==> src/rtl/hazard_stall_unit.sv <==
// Purpose: resolves load-use, taken-branch and data-memory-wait hazards by driving pipeline enables/flushes.
// Latency: enables/flushes are combinational from the current state and inputs; FSM, watchdog and counters update on each edge.
// Backpressure: a memory wait freezes every stage up to EX/MEM and bubbles MEM/WB, and it overrides branch and load-use handling.
//
// Ports:
//   clk, rst_n                         clock, asynchronous active-low reset
//   IF_ID_RegisterRs1/Rs2, UsesRs1/2   source registers of the instruction in ID
//   ID_EX_RegisterRd, ID_EX_MemRead    destination and load flag of the instruction in EX
//   EX_BranchTaken                     taken redirect resolved in EX
//   dmem_req, dmem_ready               MEM-stage access handshake
//   PCWrite .. MEM_WB_Flush            pipeline register enables and flushes
//   mem_timeout                        sticky watchdog error
//   stall_cycles, flush_events         saturating performance counters
module hazard_stall_unit #(
   parameter int LU_STALLS   = 1,
   parameter int MEM_TIMEOUT = 64,
   parameter int CNT_W       = 32
) (
   input  logic             clk,
   input  logic             rst_n,
   input  logic [4:0]       IF_ID_RegisterRs1,
   input  logic [4:0]       IF_ID_RegisterRs2,
   input  logic             IF_ID_UsesRs1,
   input  logic             IF_ID_UsesRs2,
   input  logic [4:0]       ID_EX_RegisterRd,
   input  logic             ID_EX_MemRead,
   input  logic             EX_BranchTaken,
   input  logic             dmem_req,
   input  logic             dmem_ready,
   output logic             PCWrite,
   output logic             IF_ID_Write,
   output logic             IF_ID_Flush,
   output logic             ID_EX_Write,
   output logic             ID_EX_Flush,
   output logic             EX_MEM_Write,
   output logic             MEM_WB_Flush,
   output logic             mem_timeout,
   output logic [CNT_W-1:0] stall_cycles,
   output logic [CNT_W-1:0] flush_events
);

   localparam int WW = $clog2(MEM_TIMEOUT + 1);
   localparam logic [WW-1:0] WAIT_LAST = WW'(MEM_TIMEOUT - 1);

   typedef enum logic [0:0] {RUN = 1'b0, LU_STALL = 1'b1} state_t;

   state_t           state_q, state_d;
   logic [1:0]       lu_cnt_q, lu_cnt_d;
   logic [WW-1:0]    wait_cnt_q, wait_cnt_d;
   logic             mem_timeout_q, mem_timeout_d;
   logic [CNT_W-1:0] stall_cycles_q, stall_cycles_d;
   logic [CNT_W-1:0] flush_events_q, flush_events_d;

   logic memwait;
   logic lu_hit;
   logic branch_fire;

   assign memwait = dmem_req & ~dmem_ready;
   // x0 is hardwired zero, so a load targeting it never creates a dependency.
   assign lu_hit  = ID_EX_MemRead && (ID_EX_RegisterRd != 5'd0) &&
                    ((IF_ID_UsesRs1 && (ID_EX_RegisterRd == IF_ID_RegisterRs1)) ||
                     (IF_ID_UsesRs2 && (ID_EX_RegisterRd == IF_ID_RegisterRs2)));
   assign branch_fire = ~memwait & EX_BranchTaken;

   always_comb begin
      state_d      = state_q;
      lu_cnt_d     = lu_cnt_q;
      PCWrite      = 1'b1;
      IF_ID_Write  = 1'b1;
      IF_ID_Flush  = 1'b0;
      ID_EX_Write  = 1'b1;
      ID_EX_Flush  = 1'b0;
      EX_MEM_Write = 1'b1;
      MEM_WB_Flush = 1'b0;
      if (memwait) begin
         // Full freeze; the load-use FSM holds so its remaining bubbles resume afterwards.
         PCWrite      = 1'b0;
         IF_ID_Write  = 1'b0;
         ID_EX_Write  = 1'b0;
         EX_MEM_Write = 1'b0;
         MEM_WB_Flush = 1'b1;
      end else if (EX_BranchTaken) begin
         // The redirect squashes the stalled instruction, so any pending bubbles are moot.
         IF_ID_Flush = 1'b1;
         ID_EX_Flush = 1'b1;
         state_d     = RUN;
         lu_cnt_d    = 2'd0;
      end else if ((state_q == LU_STALL) || lu_hit) begin
         PCWrite     = 1'b0;
         IF_ID_Write = 1'b0;
         ID_EX_Flush = 1'b1;
         if (state_q == RUN) begin
            // Single-bubble mode needs no state: the bubble clears ID_EX_MemRead.
            if (LU_STALLS == 2) begin
               state_d  = LU_STALL;
               lu_cnt_d = 2'(LU_STALLS - 1);
            end
         end else if (lu_cnt_q <= 2'd1) begin
            state_d  = RUN;
            lu_cnt_d = 2'd0;
         end else begin
            lu_cnt_d = lu_cnt_q - 2'd1;
         end
      end
      // Enables read 1 and flushes 0 while reset is held.
      if (!rst_n) begin
         PCWrite      = 1'b1;
         IF_ID_Write  = 1'b1;
         IF_ID_Flush  = 1'b0;
         ID_EX_Write  = 1'b1;
         ID_EX_Flush  = 1'b0;
         EX_MEM_Write = 1'b1;
         MEM_WB_Flush = 1'b0;
      end
   end

   always_comb begin
      wait_cnt_d    = '0;
      mem_timeout_d = mem_timeout_q;
      if (memwait) begin
         if (wait_cnt_q == WAIT_LAST) mem_timeout_d = 1'b1;
         else                         wait_cnt_d    = wait_cnt_q + 1'b1;
         if (wait_cnt_q == WAIT_LAST) wait_cnt_d    = wait_cnt_q;
      end
      stall_cycles_d = stall_cycles_q;
      if (!PCWrite && (stall_cycles_q != '1)) stall_cycles_d = stall_cycles_q + 1'b1;
      flush_events_d = flush_events_q;
      if (branch_fire && (flush_events_q != '1)) flush_events_d = flush_events_q + 1'b1;
   end

   always_ff @(posedge clk or negedge rst_n) begin
      if (!rst_n) begin
         state_q        <= RUN;
         lu_cnt_q       <= 2'd0;
         wait_cnt_q     <= '0;
         mem_timeout_q  <= 1'b0;
         stall_cycles_q <= '0;
         flush_events_q <= '0;
      end else begin
         state_q        <= state_d;
         lu_cnt_q       <= lu_cnt_d;
         wait_cnt_q     <= wait_cnt_d;
         mem_timeout_q  <= mem_timeout_d;
         stall_cycles_q <= stall_cycles_d;
         flush_events_q <= flush_events_d;
      end
   end

   assign mem_timeout  = mem_timeout_q;
   assign stall_cycles = stall_cycles_q;
   assign flush_events = flush_events_q;

endmodule

==> config.mk <==
export PLATFORM = sky130hd
export DESIGN_NAME = hazard_stall_unit
export DESIGN_NICKNAME = d
export VERILOG_FILES = /design/src/rtl/hazard_stall_unit.sv
export SDC_FILE = /design/constraint.sdc
export NUM_CORES = 1
export LEC_CHECK = 0
export BUFFER_PORTS_ARGS = -buffer_cell sky130_fd_sc_hd__buf_2
export CAP_MARGIN = 20
export CORE_AREA = 2 2 94 96
export CTS_BUF_LIST = sky130_fd_sc_hd__clkbuf_8 sky130_fd_sc_hd__clkbuf_16
export CTS_CLUSTER_DIAMETER = 80
export DETAILED_ROUTE_END_ITERATION = 8
export DIE_AREA = 0 0 96 98
export PLACE_DENSITY_LB_ADDON = 0.15
export SYNTH_ARGS = -nofsm -noshare
export SYNTH_HDL_FRONTEND = slang
export SYNTH_SLANG_ARGS = --single-unit
==> constraint.sdc <==
create_clock -name clk -period 2.14 [get_ports clk]
set_input_delay 0.107 -clock clk [delete_from_list [all_inputs] [get_ports clk]]
set_output_delay 0.107 -clock clk [all_outputs]
set_load 0.02 [all_outputs]
==> impl_metrics.toml <==
[synth]
ys_seq_elements = 75
ys_warn_count = 0
synth_flop_cell = "dfrtp_1"
yosysMostFrequentCell = "dfrtp_1"
synth_edf_count = 0
synth_area_mm2 = 0.00367
netlist-cell-type-count = 41
syn-num-nets = 374
syn_area_per_cell_um2 = 10.6
synth_top_area_cell = "dfrtp_1"
synth_top_cells_by_area = "dfrtp_1 (51%), xnor2_1 (14%), nand4_1 (4.4%)"
postSynth.asyncResetShare_pct = 100
netlist_instances = 348
yosysSeqAreaShare_pct = 51.1
synth_commonest_cells = "dfrtp_1 (75), xnor2_1 (58), nand3_1 (32), nand2_1 (29), nand4_1 (26)"
synth_top_area_share_pct = 51.1

[place]
dp_hpwl_mm = 5.97
gp_congestion = 0.857
pre_cts_ws_ps = 86.4
placement.io_buffers = 94

[setup_path]
cp_slowest_cell = "or4_4"
cp_data_arrival_time_ps = 2210
crit_required_ps = 2370
start_kind = "flop"
crit_chain = "nand4_1 -> or4_4 -> nor4_4 -> buf_4 -> nor4_1 -> and4_1 -> xor2_1"
worstReg2RegEnd = "flush_events[24]$_DFFE_PN0P_"
rr_startpoint = "flush_events[12]$_DFFE_PN0P_"
end_kind = "flop"
reg2regPathDepth = 7
critPathMaxFanout = 7
slowest_delay_ps = 490
reg2reg_setup_slack_ps = 170
crit_type = "flop to flop"

[sta]
hold_violations = 0
slew_viol_final = 0
finClkSkew_ps = 12.6
fmax_ghz = 0.506
post-route-min-period_ps = 1970
fin_ws_ps = 165
grt_setup_unrepaired = "false"
setup_violations = 0
setup_tns_ps = 0
slew_headroom_pct = 62.5
period_share_pct = 92.3
worst_pin_slew_ps = 562

[clock_network]
cts.path.max_buffers = 2
cts.htree.levels = 3
cts.sink_count = 75
clk_pin_slew_ps = 80
worstSkewPairLatency_ps = 340
cts_made_buffers = 9
cts_root_buffer = "clkbuf_8"
cts_tree = "done"

[grt]
grt-ovfl-total = 0
track_usage_pct = 18.3
grt_pass1_vias = 2902
grt_max_degree = 46
grt_pass1_wl_mm = 13.7
antenna_found_initial = 0

[min_path]
min_path_type = "input port to flop"
min_delay_path_depth = 2
hold_end = "lu_cnt_q[0]$_DFFE_PN0P_"
worstHoldStart = "EX_BranchTaken"

[die]
die-width_um = 96
die-area_mm2 = 0.00941
core_area_mm2 = 0.00847
rows = 34
start_util_pct = 43.4
pin_count = 95
die_h_um = 98

[power_and_ir_drop]
pwr_density_cell_mw_per_mm2 = 735
p_total_uw = 3440
peakVddDrop_mv = 0.366
leakage_uw = 0.00227

[final_layout]
nets = 500
diodes = 0
area_delta_synth_final_pct = 27.5
drive_gt1_share_pct = 30.7

[run]
max-cap-violations = 0

[route]
ant_nets = 0
drcViolationCount = 0
drt_iter0_markers = 98
wl_per_cell_um = 13.6
wirelength_mm = 8.01
vias = 3027
drt-vias-per-instance = 5.16
firstDrtPassIters = 4

[outcome]
status = "completed"
worst max-delay path: cells and delay by family (launching register included):
kind                      cells  cell delay, ps
DFF                           1             410
buffers and inverters         1             200
and+or+nand+nor               5            1120
xor gates and xnor gates      1             140
routing by layer:
layer,global-route usage (%),part of all wire [%],vias up
met5,0,0,-
met2,28.3,46,78
met4,8.02,2.6,0
met3,3.86,4.7,19
met1,24.8,47,1438
li1,-,-,1492
per-stage QoR:
step / instances / area, um2 / utilization [%] / hold slack [ps]
floorplan: 348 / 3680 / - / -189
global placement: 569 / 4440 / 52.5 / 206
detailed placement: 569 / 4440 / 52.5 / 202
CTS: 586 / 4670 / 55.2 / 34.1
global route: 587 / 4680 / 55.3 / 55.2
finish: 587 / 4680 / 55.3 / 52.3
how the worst max path moves through the flow:
stage,to,cells after the start,from,slack (ps)
4_1_cts,stall_cycles[1]$_DFFE_PN0P_,8,stall_cycles[1]$_DFFE_PN0P_,70
3_3_place_gp,flush_events[24]$_DFFE_PN0P_,7,flush_events[19]$_DFFE_PN0P_,140
5_1_grt,stall_cycles[16]$_DFFE_PN0P_,9,stall_cycles[1]$_DFFE_PN0P_,30
6_report,flush_events[24]$_DFFE_PN0P_,7,flush_events[12]$_DFFE_PN0P_,170
3_5_place_dp,flush_events[24]$_DFFE_PN0P_,7,flush_events[19]$_DFFE_PN0P_,90
2_1_floorplan,flush_events[24]$_DFFE_PN0P_,7,flush_events[15]$_DFFE_PN0P_,5
flip-flops by register name (all words and copies together) (netlist names):
name / cells
mem_timeout: 1
lu_cnt_q: 2
state_q: 1
wait_cnt_q: 7
flush_events: 32
stall_cycles: 32
layout make-up:
cell class | count | area (um2)
clock buffers | 10 | 138
fillers | 772 | 3780
flip-flops and latches | 75 | 1880
repair buffers | 121 | 678
inverters | 6 | 22.5
multi-input cells | 261 | 1750
clock inverters | 6 | 81.3
well taps | 108 | 135
power breakdown:
group / internal [uW] / switching (uW) / total [uW]
Clock: 681 / 520 / 1200
Sequential: 1520 / 126 / 1650
Combinational: 250 / 345 / 595
what timing repair did:
item / in CTS / in global routing
hold buffers: 1 / 0
hold endpoints to repair: 75 / 0
setup endpoints to repair: 0 / 18
gates resized for setup: 0 / 1
buffers inserted: 0 / 1
cells by family (layout without fill, tap and decap cells):
family | Yosys count | after routing | share of synthesized area, %
xor gates and xnor gates | 73 | 73 | 17.4
and+or+nand+nor | 159 | 159 | 23.6
adders and majority gates | 3 | 3 | 1.02
buffers and inverters | 12 | 143 | 1.53
AOI/OAI and AO/OA | 21 | 21 | 3.81
DFF | 75 | 75 | 51.1
muxes | 5 | 5 | 1.50
cells in the final DEF (no fill, tap or decap), types with 3 or more instances in the layout:
master / n
and4_1: 8
buf_4: 27
mux2_2: 4
nand4_1: 26
nor4_1: 7
xor2_1: 15
nor2_1: 20
and3_1: 6
buf_2: 93
o21ai_0: 6
nand2b_1: 4
clkbuf_8: 10
nand3_1: 32
or3_1: 3
nand2_1: 29
ha_1: 3
xnor2_1: 58
inv_1: 7
nor3_1: 8
nor2b_1: 5
dfrtp_1: 74
Power figures use the tool's default switching activity.
